### config.mk
export PLATFORM = sky130hd
export DESIGN_NAME = instr_fetch_queue
export DESIGN_NICKNAME = d
export VERILOG_FILES = /design/src/rtl/instr_fetch_queue.sv
export SDC_FILE = /design/constraint.sdc
export NUM_CORES = 1
export LEC_CHECK = 0
export CAP_MARGIN = 0
export CELL_PAD_IN_SITES_DETAIL_PLACEMENT = 0
export CELL_PAD_IN_SITES_GLOBAL_PLACEMENT = 1
export CORE_MARGIN = 8
export CORE_UTILIZATION = 40
export CTS_CLUSTER_DIAMETER = 150
export CTS_CLUSTER_SIZE = 30
export DETAILED_ROUTE_END_ITERATION = 8
export PLACE_DENSITY_LB_ADDON = 0.12
export REMOVE_ABC_BUFFERS = 1
export SYNTH_ARGS = -nofsm -noshare
export SYNTH_HDL_FRONTEND = slang
export SYNTH_SLANG_ARGS = --single-unit
### constraint.sdc
create_clock -name clk -period 11.5 [get_ports clk]
set_input_delay 2.3 -clock clk [delete_from_list [all_inputs] [get_ports clk]]
set_output_delay 2.3 -clock clk [all_outputs]
set_load 0.01 [all_outputs]
### src/rtl/instr_fetch_queue.sv
// Instruction fetch front-end: fetches words over a req/ack port and queues {instr, npc} for decode.
// Optional performance counters (stall_cnt, flush_cnt) are built when IFQ_PERF_CNT_EN is defined.
module instr_fetch_queue #(
  parameter int                ADDR_W   = 10,
  parameter int                DEPTH    = 4,
  parameter logic [ADDR_W-1:0] RESET_PC = '0
) (
  input  logic              clk,
  input  logic              rst,
  output logic              imem_req,
  output logic [ADDR_W-1:0] imem_addr,
  input  logic              imem_ack,
  input  logic [31:0]       imem_rdata,
  input  logic              redirect,
  input  logic [ADDR_W-1:0] redirect_pc,
  input  logic              halt,
  output logic              out_valid,
  input  logic              out_ready,
  output logic [31:0]       out_instr,
  output logic [ADDR_W-1:0] out_npc
`ifdef IFQ_PERF_CNT_EN
  ,
  output logic [15:0]       stall_cnt,
  output logic [15:0]       flush_cnt
`endif
);

  localparam int PTR_W = $clog2(DEPTH);
  localparam int CNT_W = $clog2(DEPTH) + 1;
  localparam logic [CNT_W-1:0] DEPTH_C = CNT_W'(DEPTH);

  typedef enum logic [1:0] {IDLE, REQ, DROP} state_t;

  state_t            state;
  state_t            state_next;
  logic [31:0]       instr_mem [DEPTH];
  logic [ADDR_W-1:0] npc_mem   [DEPTH];
  logic [PTR_W-1:0]  head;
  logic [PTR_W-1:0]  tail;
  logic [CNT_W-1:0]  count;
  logic [CNT_W-1:0]  count_next;
  logic [ADDR_W-1:0] fetch_pc;
  logic [ADDR_W-1:0] fetch_pc_next;
  logic              push;
  logic              pop;
  logic              can_fetch;
  logic              req_d;
  logic [ADDR_W-1:0] addr_d;

  assign out_valid = (count != '0);
  assign out_instr = instr_mem[head];
  assign out_npc   = npc_mem[head];

  // A redirect squashes both the returning word and any pop in the same cycle.
  always_comb begin
    push = (state == REQ) && imem_ack && !redirect;
    pop  = out_valid && out_ready && !redirect;
    if (redirect) begin
      count_next = '0;
    end else begin
      count_next = count + CNT_W'(push) - CNT_W'(pop);
    end
    can_fetch = !halt && (count_next < DEPTH_C);
    if (redirect) begin
      fetch_pc_next = redirect_pc;
    end else if (push) begin
      fetch_pc_next = fetch_pc + ADDR_W'(1);
    end else begin
      fetch_pc_next = fetch_pc;
    end
  end

  always_ff @(posedge clk or posedge rst) begin
    if (rst) begin
      state <= IDLE;
    end else begin
      state <= state_next;
    end
  end

  always_comb begin
    state_next = state;
    case (state)
      IDLE: state_next = can_fetch ? REQ : IDLE;
      REQ: begin
        if (imem_ack) begin
          state_next = can_fetch ? REQ : IDLE;
        end else if (redirect) begin
          state_next = DROP;
        end
      end
      DROP: begin
        if (imem_ack) begin
          state_next = can_fetch ? REQ : IDLE;
        end
      end
      default: state_next = IDLE;
    endcase
  end

  // A fresh address is launched only when leaving IDLE or right after an ack; otherwise the request is held.
  always_comb begin
    req_d  = imem_req;
    addr_d = imem_addr;
    case (state_next)
      IDLE: begin
        req_d  = 1'b0;
        addr_d = fetch_pc_next;
      end
      REQ: begin
        req_d = 1'b1;
        if (state == IDLE || imem_ack) begin
          addr_d = fetch_pc_next;
        end
      end
      DROP: req_d = 1'b1;
      default: req_d = 1'b0;
    endcase
  end

  always_ff @(posedge clk or posedge rst) begin
    if (rst) begin
      imem_req  <= 1'b0;
      imem_addr <= RESET_PC;
    end else begin
      imem_req  <= req_d;
      imem_addr <= addr_d;
    end
  end

  always_ff @(posedge clk or posedge rst) begin
    if (rst) begin
      head     <= '0;
      tail     <= '0;
      count    <= '0;
      fetch_pc <= RESET_PC;
      for (int i = 0; i < DEPTH; i++) begin
        instr_mem[i] <= '0;
        npc_mem[i]   <= '0;
      end
    end else begin
      count    <= count_next;
      fetch_pc <= fetch_pc_next;
      if (redirect) begin
        head <= '0;
        tail <= '0;
      end else begin
        if (push) begin
          instr_mem[tail] <= imem_rdata;
          npc_mem[tail]   <= imem_addr + ADDR_W'(1);
          tail            <= tail + PTR_W'(1);
        end
        if (pop) begin
          head <= head + PTR_W'(1);
        end
      end
    end
  end

`ifdef IFQ_PERF_CNT_EN
  always_ff @(posedge clk or posedge rst) begin
    if (rst) begin
      stall_cnt <= '0;
      flush_cnt <= '0;
    end else begin
      if (out_ready && !out_valid && stall_cnt != 16'hFFFF) begin
        stall_cnt <= stall_cnt + 16'd1;
      end
      if (redirect && flush_cnt != 16'hFFFF) begin
        flush_cnt <= flush_cnt + 16'd1;
      end
    end
  end
`endif

endmodule

==> results by group <==
Timing
  • FMAX: about 150 MHz
  • Slew Limit Fails: 0
  • Fin. Hold Viols: 0
  • Total Neg Setup Slack: 0 ns
  • Clock Skews: ~0.012 ns
  • Final worst path period need: between 6 and 7 ns
  • Unrepaired setup endpoints after global routing: no
  • Worst slew pin tran: 1.23 ns
  • Setup Viol. Count Final: 0
  • Slew HR: 0.179
  • Fin crit share: 0.562

Placed design
  • Hpwl dp: 12100 um
  • I/O Buffers: between 100 and 150
  • Placed Area: between 10000 and 15000 sq um
  • Placer Congestion: slightly below 0.8

Logic synthesis
  • Yosys warnings: 0
  • Xor/xnor share of the synthesized area: 0.0160
  • Mapped Cells: a little over 600
  • Flops & latches, synth: 198
  • Simple-gate area share of the yosys netlist: 0.0551
  • Synthesized area: between 8000 and 9000 sq um
  • Multiplexer share of the synthesized area: 0.288
  • Yosys cell types: 42
  • Synth Area in Compound Gates: 0.0360
  • Syn_area_per_cell: around 14 sq um
  • Register area share after synthesis: 0.564
  • Number of synthesized flops with an enable pin: 0
  • Adder-Cell Fraction of Synth Area: 0.0177
  • Synth async-reset ratio: 1.00
  • Largest family of logic cells by synthesized area: multiplexers
  • Top FF cell, synth: dfrtp_1

Power
  • Max rail drop VDD: ~0.13 mV
  • Clock share of power: 0.219
  • Switching Share: 0.312
  • Net Sw Power: ~0.8 mW
  • Internal Pwr Total: between 1.5 and 2 mW
  • LEAKAGE: ~4.7 nW
  • Part of the power in registers: 0.422
  • Logic pwr share: 0.358
  • Pwr/cell area: 242 nW/um^2

Worst hold path
  • HP Class: flop to flop

Final layout
  • Total Nets Final: approximately 770
  • Area Overhead vs Synth: 20.8%
  • Register area: 4960 sq um
  • Fill count: approximately 1900
  • Area of the multi-input gates: between 3000 and 4000 sq um
  • Cell area after layout: around 11000 sq um
  • Layout cells sized above 1: 0.316
  • N_diodes: 0

Global routing
  • GRT Resource Usage Total: 0.154
  • Number of global-route vias before repair: 5908
  • Initial antenna violation count: 0
  • Pin count of the biggest net entering global routing: between 100 and 150
  • Grt total ovfl: 0
  • First-pass GRT wire length: between 30000 and 40000 um

Critical path
  • Critical path class: input pin to flop
  • Crit Path Max Fanout: 26
  • CP Data Arrival Time: 6.74 ns
  • Worst path max stage delay: a little over 0.9 ns
  • Slowest cell on the critical path: o22ai_1
  • Req. time, crit path: roughly 12 ns
  • Critical-path cell list: clkdlybuf4s50_1 > buf_4 > and4bb_1 > inv_2 > ha_1 > inv_1 > ha_1 > inv_1 > fa_1 > xor2_1 > and2_1 > nor3_1 > o31ai_1 > ha_1 > o22ai_1 > or2_2 > o221ai_1
  • Critical path endpoint category: flop
  • CP most frequent cell: ha_1
  • Worst Setup Start Kind: input pin

Detailed routing
  • DR vias/cell: 5.28
  • Drc violations: 0
  • Final WL: 19500 um
  • Routed WL per cell: around 20 um
  • Vias: about 5300
  • Detailed Routing Iterations Pass 1: 4
  • Post-route antenna net violation count: 0
  • Initial DRC count: approximately 270

Floorplan
  • Die Span Y: around 160 um
  • FP Rows: 54
  • Ports: around 100
  • Initial core utilization: 0.405
  • Core ar.: around 22000 sq um
  • Die area: about 27000 sq um
  • Chip width: ~160 um

Clock network
  • Clock latency on the worst-skew pair: ~0.44 ns
  • # H-tree levels: 4
  • Clock tree sinks: around 200
  • CTS root buf: clkbuf_16
  • Worst-path clk slew: approximately 0.08 ns
  • Clock buffer depth: 2
  • Hold_buf cts: 0
  • TritonCTS Buffers: 17
  • CTS resizes: 0
  • CTS tree: yes
  • Post-CTS Setup Bufs: 0

Run
  • Max-cap violations: 0

Run status
  • Status: completed
[registers in the layout, indices dropped and copies added (netlist names)]
| register | flops |
|---|---|
| imem_addr | 10 |
| imem_req | 1 |
| fetch_pc | 10 |
| count | 3 |
| state | 2 |
| head | 2 |
| npc_mem | 40 |
| instr_mem | 128 |
| tail | 2 |
[Yosys cell counts, types with 2 or more instances]
cell      instances  area share
a31oi_1           2      0.0014
buf_2             5      0.0028
inv_1             9      0.0038
xnor2_1           8      0.0080
nand2b_1          2      0.0014
nand2_1          57       0.024
ha_1             10       0.014
o221ai_1          2      0.0020
mux2i_1           2      0.0023
clkbuf_1         15      0.0064
buf_1            14      0.0060
nor2_1           18      0.0077
o31ai_1           4      0.0034
nand3_1          11      0.0063
buf_6             2      0.0026
or4_1             4      0.0034
nor3_1            2      0.0011
mux4_2           42        0.11
nand3b_1          2      0.0017
mux2_2          138        0.18
nand4_1           3      0.0021
o21ai_0          41       0.023
o311ai_0          2      0.0020
xor2_1            8      0.0080
dfrtp_1         198        0.56
[per-layer routing]
| metal | GRT usage | wire [um] | up-vias |
|---|---|---|---|
| li1 | - | - | 2427 |
| met1 | 0.202 | 8960 | 2742 |
| met2 | 0.244 | 9410 | 98 |
| met3 | 0.0361 | 866 | 22 |
| met4 | 0.0554 | 267 | 0 |
| met5 | 0 | 0 | - |
[layout make-up]
| type | instances | share of cell area |
|---|---|---|
| Clock buffer | 17 | 0.0401 |
| Multi-Input combinational cell | 373 | 0.343 |
| Tap cell | 280 | 0.0330 |
| Inverter | 10 | 0.00425 |
| Clock inverter | 15 | 0.0118 |
| Timing Repair Buffer | 108 | 0.100 |
| Sequential cell | 198 | 0.468 |
[logic make-up after synthesis]
logic type	count (synthesis)
compound gates	55
xor+xnor	16
fa+ha+maj	12
buf+inv	47
flops	198
mux	183
simple gates	107
[power by group through the flow]
| stage | logic [mW] | clock network (mW) | registers, mW |
|---|---|---|---|
| after CTS | 0.941 | 0.578 | 1.09 |
| after global routing | 0.997 | 0.609 | 1.12 |
| after floorplan | 0.542 | 0 | 1.05 |
| after global placement | 0.915 | 0 | 1.08 |
| final | 0.919 | 0.562 | 1.08 |
| after detailed placement | 0.938 | 0 | 1.10 |
[path summary, 6_finish.rpt]
| check | slack, ns | start | cells after the start | end |
|---|---|---|---|---|
| min in group asynchronous | 2.47 | rst | 2 | instr_mem[116]$_DFFE_PP0P_ |
| worst max-delay path | 5.04 | redirect | 17 | imem_addr[3]$_DFFE_PP0P_ |
| max in group asynchronous | 7.64 | rst | 3 | instr_mem[82]$_DFFE_PP0P_ |
| worst min register to register | 0.48 | npc_mem[35]$_DFFE_PP0P_ | 2 | npc_mem[35]$_DFFE_PP0P_ |
| worst min-delay path | 0.48 | npc_mem[35]$_DFFE_PP0P_ | 2 | npc_mem[35]$_DFFE_PP0P_ |
| worst max register to register | 7.02 | state[1]$_DFF_PP0_ | 15 | imem_addr[3]$_DFFE_PP0P_ |
[critical path, delay by kind of cell]
family | cells | cell delay, ns
AO/OA/AOI/OAI | 3 | 1.19
XOR/XNOR | 1 | 0.16
adder cells (fa/ha/maj) | 4 | 1.03
buffers and inverters | 5 | 0.87
AND/OR/NAND/NOR | 4 | 1.17
[per-stage QoR]
stage	hold slack (ns)	setup slack, ns	std cells	util	total power, mW
finish	0.480	5.04	1001	0.489	2.56
global route	0.495	4.65	1001	0.489	2.73
CTS	0.485	4.98	1001	0.489	2.61
detailed placement	0.470	4.52	969	0.464	2.04
global placement	0.457	4.65	969	0.464	2.00
floorplan	0.445	3.80	581	-	1.59
[cell usage in the layout, fill, tap and decap left out, types with 3 or more instances in the layout]
master           instances
nand3_1                 11
inv_1                    8
o21ai_0                 41
clkinv_2                 3
xor2_1                   8
clkdlybuf4s50_1        101
dfrtp_1                196
xnor2_1                  8
ha_1                    10
mux2_2                 138
nand2_1                 53
clkinv_4                 6
clkbuf_16               17
buf_4                    7
nand2_2                  4
nor2_1                  18
inv_8                    4
or4_1                    4
o31ai_1                  4
mux4_2                  42
nand4_1                  3
(Power assumes the default switching activity.)
